**config.mk**
```make
export PLATFORM = sky130hd
export DESIGN_NAME = pwm_cmd_sequencer_flat
export DESIGN_NICKNAME = d
export VERILOG_FILES = /design/src/rtl/pwm_cmd_sequencer_pkg.sv /design/src/rtl/pwm_cmd_sequencer_if.sv /design/src/rtl/pwm_cmd_sequencer_fifo.sv /design/src/rtl/pwm_cmd_sequencer.sv /design/src/flat_wrapper.sv
export SDC_FILE = /design/constraint.sdc
export NUM_CORES = 1
export LEC_CHECK = 0
export ABC_AREA = 1
export CAP_MARGIN = 5
export CORE_MARGIN = 3
export CORE_UTILIZATION = 56
export DETAILED_ROUTE_END_ITERATION = 8
export MAX_ROUTING_LAYER = met4
export PLACE_DENSITY = 0.84
export SETUP_SLACK_MARGIN = 0.15
export SYNTH_ARGS = -nofsm -noshare
export SYNTH_HDL_FRONTEND = slang
export SYNTH_SLANG_ARGS = --single-unit
```
**constraint.sdc**
```tcl
create_clock -name clk -period 4 [get_ports clk]
set_clock_uncertainty 0.2 [all_clocks]
set_input_delay 0.8 -clock clk [delete_from_list [all_inputs] [get_ports clk]]
set_output_delay 0.8 -clock clk [all_outputs]
set_load 0.01 [all_outputs]
```
**src/rtl/pwm_cmd_sequencer_pkg.sv**
```systemverilog
// Shared definitions for the PWM command sequencer: FSM states and
// command field widths used by the FIFO, the interface and the top.
package pwm_seq_pkg;

    localparam int DUTY_W      = 8;
    localparam int DESSERT_W   = 16;
    localparam int PULSES_W    = 8;
    localparam int CMD_FIXED_W = DUTY_W + DESSERT_W + PULSES_W;

    typedef enum logic [2:0] {
        ST_IDLE  = 3'd0,
        ST_LOAD  = 3'd1,
        ST_START = 3'd2,
        ST_HOLD  = 3'd3,
        ST_DRAIN = 3'd4
    } seq_state_t;

    // A command is usable only with a non-zero pattern and a non-zero duty.
    function automatic logic cmd_is_legal(input logic pat_nonzero,
                                          input logic [DUTY_W-1:0] duty);
        return pat_nonzero && (duty != '0);
    endfunction

endpackage

```
**src/rtl/pwm_cmd_sequencer_if.sv**
```systemverilog
// Command push bus between the control layer (master) and the sequencer (slave).
interface pwm_cmd_if import pwm_seq_pkg::*; #(
    parameter int PAT_WIDTH = 8
) ();

    logic                 cmd_valid;
    logic                 cmd_ready;
    logic [PAT_WIDTH-1:0] cmd_pat;
    logic [DUTY_W-1:0]    cmd_duty;
    logic [DESSERT_W-1:0] cmd_dessert;
    logic [PULSES_W-1:0]  cmd_pulses;

    modport master (
        output cmd_valid, cmd_pat, cmd_duty, cmd_dessert, cmd_pulses,
        input  cmd_ready
    );

    modport slave (
        input  cmd_valid, cmd_pat, cmd_duty, cmd_dessert, cmd_pulses,
        output cmd_ready
    );

endinterface

```
**src/rtl/pwm_cmd_sequencer_fifo.sv**
```systemverilog
// Small synchronous command FIFO with flush. The ready flag is registered
// and held low during reset so the upstream sees no room until reset ends.
module pwm_cmd_fifo #(
    parameter  int WIDTH = 40,
    parameter  int DEPTH = 4,
    localparam int PTR_W = $clog2(DEPTH),
    localparam int LVL_W = $clog2(DEPTH) + 1
) (
    input  logic             clk,
    input  logic             rst_n,
    input  logic             push,
    input  logic             pop,
    input  logic             flush,
    input  logic [WIDTH-1:0] wr_data,
    output logic [WIDTH-1:0] rd_data,
    output logic [LVL_W-1:0] level,
    output logic             ready,
    output logic             empty
);

    logic [WIDTH-1:0] mem [DEPTH];
    logic [PTR_W-1:0] wr_ptr;
    logic [PTR_W-1:0] rd_ptr;
    logic [LVL_W-1:0] level_next;
    logic             do_push;
    logic             do_pop;

    assign do_push = push && !flush && (level != LVL_W'(DEPTH));
    assign do_pop  = pop  && !flush && (level != '0);
    assign rd_data = mem[rd_ptr];
    assign empty   = (level == '0);

    // Next occupancy: flush wins, a simultaneous push and pop leaves it unchanged.
    always_comb begin
        level_next = level;
        if (flush) begin
            level_next = '0;
        end else if (do_push && !do_pop) begin
            level_next = level + LVL_W'(1);
        end else if (!do_push && do_pop) begin
            level_next = level - LVL_W'(1);
        end
    end

    // Storage array; contents need no reset because level gates every read.
    always_ff @(posedge clk) begin
        if (do_push) begin
            mem[wr_ptr] <= wr_data;
        end
    end

    // Pointers wrap naturally on the power-of-two depth; ready tracks next level.
    always_ff @(posedge clk or negedge rst_n) begin
        if (!rst_n) begin
            wr_ptr <= '0;
            rd_ptr <= '0;
            level  <= '0;
            ready  <= 1'b0;
        end else begin
            if (flush) begin
                wr_ptr <= '0;
                rd_ptr <= '0;
            end else begin
                if (do_push) begin
                    wr_ptr <= wr_ptr + PTR_W'(1);
                end
                if (do_pop) begin
                    rd_ptr <= rd_ptr + PTR_W'(1);
                end
            end
            level <= level_next;
            ready <= (level_next != LVL_W'(DEPTH));
        end
    end

endmodule

```
**src/rtl/pwm_cmd_sequencer.sv**
```systemverilog
// Command sequencer in front of pattern_pwm: queues job descriptors, launches
// them one at a time with a clean pwm_en discipline, and tracks completion.
module pwm_cmd_sequencer import pwm_seq_pkg::*; #(
    parameter int PAT_WIDTH    = 8,
    parameter int FIFO_DEPTH   = 4,
    parameter int BUSY_TIMEOUT = 15
) (
    input  logic                          clk,
    input  logic                          rst_n,
    input  logic                          seq_en,
    pwm_cmd_if.slave                      cmd,
    input  logic                          stop_req,
    input  logic                          abort,
    input  logic                          err_clr,
    input  logic                          pwm_busy_i,
    output logic                          pwm_en_o,
    output logic [PAT_WIDTH-1:0]          pat_o,
    output logic [DUTY_W-1:0]             duty_o,
    output logic [DESSERT_W-1:0]          dessert_o,
    output logic [PULSES_W-1:0]           pulses_o,
    output logic                          done,
    output logic                          running,
    output logic [$clog2(FIFO_DEPTH):0]   fifo_level,
    output logic [1:0]                    err
);

    localparam int CMD_W = PAT_WIDTH + CMD_FIXED_W;
    localparam int TMR_W = $clog2(BUSY_TIMEOUT + 1);

    seq_state_t           state;
    logic [TMR_W-1:0]     timer;
    logic                 handshake;
    logic                 cmd_legal;
    logic                 fifo_push;
    logic                 fifo_pop;
    logic                 fifo_empty;
    logic                 fifo_ready;
    logic                 timeout_hit;
    logic [CMD_W-1:0]     wr_word;
    logic [CMD_W-1:0]     rd_word;
    logic [PAT_WIDTH-1:0] rd_pat;
    logic [DUTY_W-1:0]    rd_duty;
    logic [DESSERT_W-1:0] rd_dessert;
    logic [PULSES_W-1:0]  rd_pulses;

    assign cmd.cmd_ready = fifo_ready;
    assign handshake     = cmd.cmd_valid && fifo_ready;
    assign cmd_legal     = cmd_is_legal(|cmd.cmd_pat, cmd.cmd_duty);
    assign fifo_push     = handshake && cmd_legal;
    assign fifo_pop      = (state == ST_IDLE) && seq_en && !fifo_empty && !abort;
    assign wr_word       = {cmd.cmd_pat, cmd.cmd_duty, cmd.cmd_dessert, cmd.cmd_pulses};
    assign {rd_pat, rd_duty, rd_dessert, rd_pulses} = rd_word;
    assign running       = (state != ST_IDLE);
    assign timeout_hit   = (state == ST_START) && !abort && !pwm_busy_i &&
                           (timer >= TMR_W'(BUSY_TIMEOUT - 1));

    pwm_cmd_fifo #(
        .WIDTH (CMD_W),
        .DEPTH (FIFO_DEPTH)
    ) u_fifo (
        .clk     (clk),
        .rst_n   (rst_n),
        .push    (fifo_push),
        .pop     (fifo_pop),
        .flush   (abort),
        .wr_data (wr_word),
        .rd_data (rd_word),
        .level   (fifo_level),
        .ready   (fifo_ready),
        .empty   (fifo_empty)
    );

    // Sticky error flags; a clear only drops bits from earlier cycles.
    always_ff @(posedge clk or negedge rst_n) begin
        if (!rst_n) begin
            err <= 2'b00;
        end else begin
            err <= (err_clr ? 2'b00 : err) | {timeout_hit, handshake && !cmd_legal};
        end
    end

    // Job FSM: pop, settle, raise enable, watch busy, then report completion.
    always_ff @(posedge clk or negedge rst_n) begin
        if (!rst_n) begin
            state     <= ST_IDLE;
            pwm_en_o  <= 1'b0;
            timer     <= '0;
            done      <= 1'b0;
            pat_o     <= '0;
            duty_o    <= '0;
            dessert_o <= '0;
            pulses_o  <= '0;
        end else begin
            done <= 1'b0;
            case (state)
                ST_IDLE: begin
                    if (fifo_pop) begin
                        pat_o     <= rd_pat;
                        duty_o    <= rd_duty;
                        dessert_o <= rd_dessert;
                        pulses_o  <= rd_pulses;
                        state     <= ST_LOAD;
                    end
                end
                ST_LOAD: begin
                    if (abort) begin
                        pwm_en_o <= 1'b0;
                        state    <= ST_IDLE;
                    end else begin
                        pwm_en_o <= 1'b1;
                        timer    <= '0;
                        state    <= ST_START;
                    end
                end
                ST_START: begin
                    if (abort) begin
                        pwm_en_o <= 1'b0;
                        state    <= ST_DRAIN;
                    end else if (pwm_busy_i) begin
                        if (pulses_o != '0) begin
                            pwm_en_o <= 1'b0;
                            state    <= ST_DRAIN;
                        end else begin
                            state    <= ST_HOLD;
                        end
                    end else if (timeout_hit) begin
                        pwm_en_o <= 1'b0;
                        done     <= 1'b1;
                        timer    <= TMR_W'(BUSY_TIMEOUT);
                        state    <= ST_IDLE;
                    end else begin
                        timer    <= timer + TMR_W'(1);
                    end
                end
                ST_HOLD: begin
                    if (stop_req || abort) begin
                        pwm_en_o <= 1'b0;
                        state    <= ST_DRAIN;
                    end
                end
                ST_DRAIN: begin
                    if (!pwm_busy_i) begin
                        done  <= 1'b1;
                        state <= ST_IDLE;
                    end
                end
                default: begin
                    pwm_en_o <= 1'b0;
                    state    <= ST_IDLE;
                end
            endcase
        end
    end

endmodule

```
**src/flat_wrapper.sv**
```systemverilog
// flat-port wrapper written by rule: the top's interface ports become plain ports
module pwm_cmd_sequencer_flat import pwm_seq_pkg::*;
#(
    parameter int PAT_WIDTH    = 8,
    parameter int FIFO_DEPTH   = 4,
    parameter int BUSY_TIMEOUT = 15
)
  (clk, rst_n, seq_en, stop_req, abort, err_clr, pwm_busy_i, pwm_en_o, pat_o, duty_o, dessert_o, pulses_o, done, running, fifo_level, err, cmd_cmd_valid, cmd_cmd_pat, cmd_cmd_duty, cmd_cmd_dessert, cmd_cmd_pulses, cmd_cmd_ready);
  pwm_cmd_if #(.PAT_WIDTH(PAT_WIDTH)) cmd_i ();
  input  logic clk;
  input  logic rst_n;
  input  logic seq_en;
  input  logic stop_req;
  input  logic abort;
  input  logic err_clr;
  input  logic pwm_busy_i;
  output logic pwm_en_o;
  output logic [PAT_WIDTH-1:0] pat_o;
  output logic [DUTY_W-1:0] duty_o;
  output logic [DESSERT_W-1:0] dessert_o;
  output logic [PULSES_W-1:0] pulses_o;
  output logic done;
  output logic running;
  output logic [$clog2(FIFO_DEPTH):0] fifo_level;
  output logic [1:0] err;
  input wire logic [$bits(cmd_i.cmd_valid)-1:0] cmd_cmd_valid;
  input wire logic [$bits(cmd_i.cmd_pat)-1:0] cmd_cmd_pat;
  input wire logic [$bits(cmd_i.cmd_duty)-1:0] cmd_cmd_duty;
  input wire logic [$bits(cmd_i.cmd_dessert)-1:0] cmd_cmd_dessert;
  input wire logic [$bits(cmd_i.cmd_pulses)-1:0] cmd_cmd_pulses;
  output wire logic [$bits(cmd_i.cmd_ready)-1:0] cmd_cmd_ready;
  assign cmd_i.cmd_valid = cmd_cmd_valid;
  assign cmd_i.cmd_pat = cmd_cmd_pat;
  assign cmd_i.cmd_duty = cmd_cmd_duty;
  assign cmd_i.cmd_dessert = cmd_cmd_dessert;
  assign cmd_i.cmd_pulses = cmd_cmd_pulses;
  assign cmd_cmd_ready = cmd_i.cmd_ready;
  pwm_cmd_sequencer #(.PAT_WIDTH(PAT_WIDTH), .FIFO_DEPTH(FIFO_DEPTH), .BUSY_TIMEOUT(BUSY_TIMEOUT)) u_core (.clk(clk), .rst_n(rst_n), .seq_en(seq_en), .cmd(cmd_i), .stop_req(stop_req), .abort(abort), .err_clr(err_clr), .pwm_busy_i(pwm_busy_i), .pwm_en_o(pwm_en_o), .pat_o(pat_o), .duty_o(duty_o), .dessert_o(dessert_o), .pulses_o(pulses_o), .done(done), .running(running), .fifo_level(fifo_level), .err(err));
endmodule
```
Word-level counts from Yosys, hierarchy flattened
Memories as Yosys holds them, arrays and structs flattened. A register that Yosys moved wholly into a read port is not among the register bits.
Cells that the tools add are included.

storage, ports and cells
  output and inout bits = 49
  bits in writable memories = 160
  word-level logic and storage cells = 107
  input bits = 48
  memories = 1
  register bits after elaboration = 19

operators by class
  reduce and logical (&&, ||, !) cells = 39
  mux-type cells = 36
  bitwise logic cells = 2
  add/subtract/negate cells = 5
  equality and inequality tests = 14
  magnitude comparators = 1

memories
  memory             depth  bits a word  rd ports  clocked after Yosys merged registers in  write ports  line                          text
  u_core.u_fifo.mem  4      40           1         1                                        1            pwm_cmd_sequencer_fifo.sv:21  logic [WIDTH-1:0] mem [DEPTH];

operators with widths
  operator                                                                 number
  3-bit 2-to-1 mux                                                         10
  1-bit logical AND                                                        16
  4-bit 2-to-1 mux                                                         4
  8-bit nonzero test                                                       2
  3-bit one-hot mux with 5 select lines                                    1
  1-bit 2-to-1 mux                                                         12
  2-bit 2-to-1 mux                                                         6
  4-bit AND reduction                                                      3
  2-bit inequality test, second input constant                             5
  4-bit one-hot mux with 2 select lines                                    1
  8-bit OR reduction                                                       1
  1-bit logical NOT                                                        7
  3-bit by 2-bit equality test with 1-bit output, second input constant    2
  3-bit logical NOT                                                        2
  3-bit inequality test, second input constant                             2
  2-bit nonzero test                                                       3
  3-bit nonzero test                                                       2
  2-bit by 1-bit adder with 2-bit output, second input constant            2
  4-bit by 1-bit adder with 4-bit output, second input constant            1
  4-bit >= comparator, second input constant                               1
  4-bit by 3-bit inequality test with 1-bit output, second input constant  1
  4-bit inequality test, second input constant                             1
  1-bit one-hot mux with 4 select lines                                    1
  3-bit by 1-bit adder with 3-bit output, second input constant            1
  10 further kinds                                                         10

Depth between registers and ports, before layout
Gate-level depths: netlist of the first run.

  word-level depth = 11
  depth in mapped cells = 11
  gate-level depth less buffers = 11

Modules after synthesis
A second synthesis of the first run with hierarchy kept.

unflattened totals
  cells, all modules = 741
  area, all modules = 8730.9 um^2

by module, submodules not included
  module             seq. area each (um^2)  cells an instance  instances  area an instance (um^2)
  pwm_cmd_fifo       5004.8                 462                1          6471.2
  pwm_cmd_sequencer  1276.2                 279                1          2259.7

Least setup slack after synthesis of the first run
OpenSTA, ideal clock, no wires.

  path kind = input port to flip-flop
  start = input port abort
  end = memory u_core.u_fifo.mem[0][0], enable pin
  stages = 5
  data required time = 3362 ps
  path buffers = 0
  path slack = 349 ps
  data arrival time = 3013 ps
  library setup time = 438 ps
  cells stage by stage = inv_1 -> nand2_1 -> nor2_2 -> nand3_2 -> nor2_1

between the ends
  cells in the longest elaborated chain, start to end = 5

RTL lines
  what                                    line                          text
  start, declared                         flat_wrapper.sv:14            input logic abort;
  1-bit logical NOT                       pwm_cmd_sequencer_fifo.sv:28  assign do_push = push && !flush && (level != LVL_W'(DEPTH));
  1-bit logical AND (2 in a row)          pwm_cmd_sequencer_fifo.sv:28
  1-bit 2-to-1 mux                        pwm_cmd_sequencer_fifo.sv:47  if (do_push) begin
  1-bit 2-to-1 mux (implied by the code)  pwm_cmd_sequencer_fifo.sv:48  mem[wr_ptr] <= wr_data;
  end, declared                           pwm_cmd_sequencer_fifo.sv:21

Every way passes these cells.

Worst setup path after layout of the first run
  start = input port abort
  end = memory u_core.u_fifo.mem[2][13], enable pin

Same word-level chain as after synthesis.

==> results of run 1 <==
[Yosys cell counts, types with 2 or more instances]
master and number:
xor2_1 2, inv_2 4, nand4_1 4, buf_2 10, dfrtp_1 59, a21oi_1 3
o21ai_1 2, o21ai_0 89, nor2_2 2, buf_6 5, nand2_2 2, ha_1 9
nand2_1 26, edfxtp_1 160, nand3_2 4, inv_1 36, clkbuf_1 19, buf_1 2
nand3_1 18, o22ai_1 3, nor4_1 2, nor2_1 228, a31oi_1 40
[critical path, cell delays in order]
cell,delay [ns]
clkdlybuf4s50_1,0.45
inv_1,0.33
nand2_1,0.12
nor2_2,0.21
nand3_2,0.33
nor2_4,0.20
buf_4,0.34
[sequential cells by signal, indices dropped and copies added (netlist names)]
signal / flops
u_core.u_fifo.mem: 160
u_core.dessert_o: 16
u_core.duty_o: 8
u_core.pat_o: 8
u_core.pulses_o: 8
u_core.timer: 4
u_core.state: 3
u_core.u_fifo.level: 3
u_core.err: 2
u_core.u_fifo.rd_ptr: 2
u_core.u_fifo.wr_ptr: 2
u_core.done: 1
u_core.pwm_en_o: 1
u_core.u_fifo.ready: 1
[area by class of cell]
| type | instances | area [um2] |
|---|---|---|
| flip-flops and latches | 219 | 6280 |
| fillers | 991 | 4340 |
| multi-input cells | 441 | 2120 |
| repair buffers | 110 | 1060 |
| clock buffers | 29 | 608 |
| well taps | 184 | 230 |
| inverters | 40 | 150 |
| clock inverters | 11 | 66.3 |
[stage by stage]
stage | worst slack [ns] | area, um2 | instances | hold WS (ns)
finish | 1.16 | 10500 | 1034 | 0.0531
global route | 1.02 | 10500 | 1034 | 0.0684
CTS | 1.19 | 10500 | 1034 | 0.0617
detailed placement | 0.679 | 9850 | 994 | 0.291
global placement | 0.767 | 9850 | 994 | 0.294
floorplan | 0.349 | 8710 | 736 | 0.304
[kinds of logic after synthesis]
| kind of cell | share of synthesized area (%) |
|---|---|
| buffers and inverters | 3.85 |
| adder cells (fa/ha/maj) | 1.29 |
| AND/OR/NAND/NOR | 13.5 |
| XOR/XNOR | 0.302 |
| AO/OA/AOI/OAI | 8.88 |
| flip-flops | 72.1 |
[power by group]
part           switching, mW  total (mW)  internal [mW]  leakage [nW]
Combinational          0.861        1.58          0.714          1.44
Sequential             0.217        3.00           2.78          2.14
Clock                  0.826        1.90           1.08         0.332
[routing by layer]
metal | track usage (%) | vias up | part of all wire [%] | routed length, um
met3 | 2.80 | 41 | 7.1 | 1380
met1 | 28.6 | 2891 | 38 | 7370
li1 | - | 2749 | - | -
met5 | - | - | 0 | 0
met2 | 41.1 | 295 | 53 | 10300
met4 | 8.89 | 0 | 2.1 | 410
[worst max-delay path by stage]
stage               startpoint                        to  depth (start not counted)
floorplan                abort   u_core.u_fifo.mem[0][0]                          5
global placement         abort  u_core.u_fifo.mem[3][19]                          7
detailed placement       abort  u_core.u_fifo.mem[3][11]                          7
CTS                      abort  u_core.u_fifo.mem[3][22]                          7
global route             abort  u_core.u_fifo.mem[3][12]                          7
finish                   abort  u_core.u_fifo.mem[2][13]                          7
==> metrics, run 1 <==
capturing point of the worst reg2reg path u_core.u_fifo.mem[2][13]; ys flop type edfxtp_1; Area Growth Syn to Fin 20.8%; Synth Area per Inst 11.8 um2; number of synthesized register bits 219; Reg2Reg Setup Slack 1.45 ns; die area 0.0171 mm2; CP Max Fanout 22; CTS Buf Count 22; reg2reg path depth 8; initial core utilization about three fifths; Post-DP HPWL approximately 12 mm; Critical Path AT 2.80 ns; Slew HR between 20% and 30%; final worst path period need 2.84 ns; hold_buf cts 0; Rows 44; Final nets 891; syn nets 793; WL/cell 18.8 um; Mapped Area 0.00871 mm2; IO Count 97; PwrDens 616 mW/mm2; GRT Total Usage 23.6%; Hold Path Class in -> async; clock slew at reported path FFs 0.06 ns; register area share after synthesis 72.1%; FFs w/ async S/R, synth 26.9%; Tot Pwr 6.48 mW; Post-DRT Antenna Nets 0; Port Buffer Count 96; clock root buffer master clkbuf_16; final hold vios 0; initial antenna violation count 0; gate count after technology mapping 736; diode count 0; Least-Margin Pin Slew 1.20 ns; DRC 0; Fmax achieved 352 MHz; post-cts resize count 0; DR vias/cell 5.78; drt pass-1 iters 5; total negative setup slack 0 ns; vias in the first global route 6130; CP required 3.96 ns; total leakage power 3.92 nW; H-Tree Depth 1; Routed Wire Length 19.5 mm; vias after detailed routing 5976; max_cap viols 0; Final Cycle Share a little under three quarters; layout cell share with drive strength beyond 1 8.12%; Placer Congestion 0.836; maximum buffer depth of the clock tree 3; Netlist cell types 30; Max Slew Vio Count 0; largest net degree at the start of global routing 82; run status finished, final reports clean; Clk Latency, worst-skew pair ~0.5 ns; post-CTS setup buffers 0; CTS tree yes; Max IR drop VDD 357 uV; Core ar. 0.0149 mm2; kind of critical path in -> reg; GRT overflow 0; area leader, netlist edfxtp_1; global-route wire length before repair 30.3 mm; unrepaired setup endpoints after global routing false; number of clock sinks 219; Setup violations, final 0; Critical R2R Launch u_core.u_fifo.level[0]; Die X approximately 130 um; most common cell after layout, fill and taps aside nor2_1; synth warn 0; number of DRC markers in iteration 0 565; Worst setup EP type flop; startpoint types input port; number of synthesized flops with an enable pin 160; commonest cells after routing, fill and taps aside 224 x nor2_1, 160 x edfxtp_1, 95 x clkdlybuf4s50_1, 89 x o21ai_0, 57 x dfrtp_1; share of the synthesized area in the top cell type around 55%; fin util about 71%; ranking of synthesized cells by area edfxtp_1 55%, dfrtp_1 17%, nor2_1 9.8%; Die Y 131 um
No activity file was read; power rests on OpenSTA's default activity.
==> run 2: changes to the inputs <==
- CORE_UTILIZATION: 56 -> 51
- PLACE_DENSITY: 0.84 -> 0.81
- clock period: 4 -> 2.33 ns (I/O delays scaled with it)
==> metrics, run 2 (same netlist as run 1, synthesis figures left out) <==
clock power share roughly 30%; IO Count 97; drt pass-1 iters 5; number of clock sinks 219; kind of critical path reg -> out; Placer Congestion 0.776; Post-DRT Antenna Nets 0; Max IR drop VDD 656 uV; Clk Latency, worst-skew pair 0.50 ns; Critical R2R Launch u_core.u_fifo.level[0]; Max Slew Vio Count 0; CTS tree yes; DP Area 0.0103 mm2; max_cap viols 0; Setup violations, final 0; CP max stage delay 0.57 ns; CP startpoint u_core.pulses_o[1]; PwrDens 1040 mW/mm2; run status finished, final reports clean; Slew HR 56.3%; Hold Path Class reg -> reg; crit-path cells clkdlybuf4s50_1; initial antenna violation count 0; hold path startpoint u_core.pwm_en_o; CTS Buf Count 22; vias in the first global route 6240; most common cell after layout, fill and taps aside nor2_1; DRC 0; P_int 8.14 mW; global-route wire length before repair 31.1 mm; cell count after placement 1052; layout cell share with drive strength beyond 1 12.2%; Final Cycle Share 92.6%; DR vias/cell 5.47; cell family with most CP delay buffers and inverters; Flop pwr share between 40% and 50%; Post-DP HPWL 12.0 mm; unrepaired setup endpoints after global routing false; max FFs per register 160; Final nets 921; maximum buffer depth of the clock tree 3; startpoint types flop; Critical-path top delay cell clkdlybuf4s50_1; Area Growth Syn to Fin 26.7%; CP Max Fanout 3; final hold vios 0; Die Y 137 um; clock root buffer master clkbuf_16; CP required around 1.7 ns; clock slew at reported path FFs 0.06 ns; total negative setup slack 0 ns; Core ar. 0.0166 mm2; P_sw 3.33 mW; Die X around 140 um; die area 0.0187 mm2; number of DRC markers in iteration 0 429; total leakage power a little over 4 nW; Fmax achieved 463 MHz; commonest cells after routing, fill and taps aside 224 x nor2_1, 160 x edfxtp_1, 91 x clkdlybuf4s50_1, 89 x o21ai_0, 55 x dfrtp_1; fin util 66.3%; post-route cell area 0.0110 mm2; GRT overflow 0; Logic pwr share 25.1%; Reg with most FFs u_core.u_fifo.mem; H-Tree Depth 1; Reg2Reg Setup Slack 0.30 ns; largest net degree at the start of global routing ~80; diode count 0; final worst path period need 2.16 ns; Routed Wire Length 19.5 mm; Rows 47; Final Non-Filler Cells 1100; WL/cell 17.7 um; initial core utilization a little over half; vias after detailed routing 6019; Worst setup EP type primary output; Largest regs u_core.u_fifo.mem: 160 flops, u_core.dessert_o: 16 flops; Sw Share 29.0%; GRT Total Usage 21.9%; Port Buffer Count 96; Critical Path AT 1.49 ns; Least-Margin Pin Slew 0.656 ns; WP buf/inv 1
-- run 2: cell types whose count changed in the layout (fill, tap and decap cells not counted), moves of 3 or more --
cell,delta
buf_4,+15
buf_12,+14
clkdlybuf4s50_1,-4
dlymetal6s2s_1,+3
inv_1,-3
inv_2,+3
-- run 2: cell type report --
cell class              count  area, um2
repair buffers            140       1470
multi-input cells         441       2150
clock inverters            13        133
flip-flops and latches    219       6290
clock buffers              27        569
well taps                 220        275
fillers                  1130       5610
inverters                  40        150
-- run 2: path summary, 6_finish.rpt --
check / end / depth (start not counted)
min reg2reg: u_core.pwm_en_o / 2
max reg2reg: u_core.u_fifo.mem[3][25] / 8
min: u_core.pwm_en_o / 2
min in group asynchronous: u_core.pulses_o[3] / 2
max: pulses_o[1] / 1
max in group asynchronous: u_core.u_fifo.rd_ptr[0] / 3
-- run 2: timing repair --
item                                    in CTS  in global routing
endpoints found under the setup margin       4                  6
setup buffers                                3                  4
cloned                                       0                  0
gates resized for setup                      4                  5
pin swaps                                    1                  0
endpoints found under the hold margin       16                  0
hold buffers                                 1                  0
-- run 2: per-layer routing --
layer	GRT usage [%]	part of all wire (%)
met3	3.20	5.3
met5	-	0
met4	8.34	2.9
met1	27.2	41
met2	36.8	51
-- run 2: metrics by stage --
stage	hold slack, ns	total power, mW	setup slack [ns]
floorplan	-0.0296	6.60	-0.0526
global placement	0.293	7.95	-0.109
detailed placement	0.290	8.04	-0.201
CTS	0.307	11.5	0.125
global route	0.346	12.0	0.152
finish	0.299	11.5	0.172
-- run 2: power by group through the flow --
| stage | registers, mW | clock network [mW] | logic, mW |
|---|---|---|---|
| after floorplan | 5.28 | 0 | 1.31 |
| after global placement | 5.24 | 0 | 2.71 |
| after detailed placement | 5.25 | 0 | 2.79 |
| after CTS | 5.18 | 3.45 | 2.88 |
| after global routing | 5.23 | 3.60 | 3.18 |
| final | 5.18 | 3.40 | 2.88 |
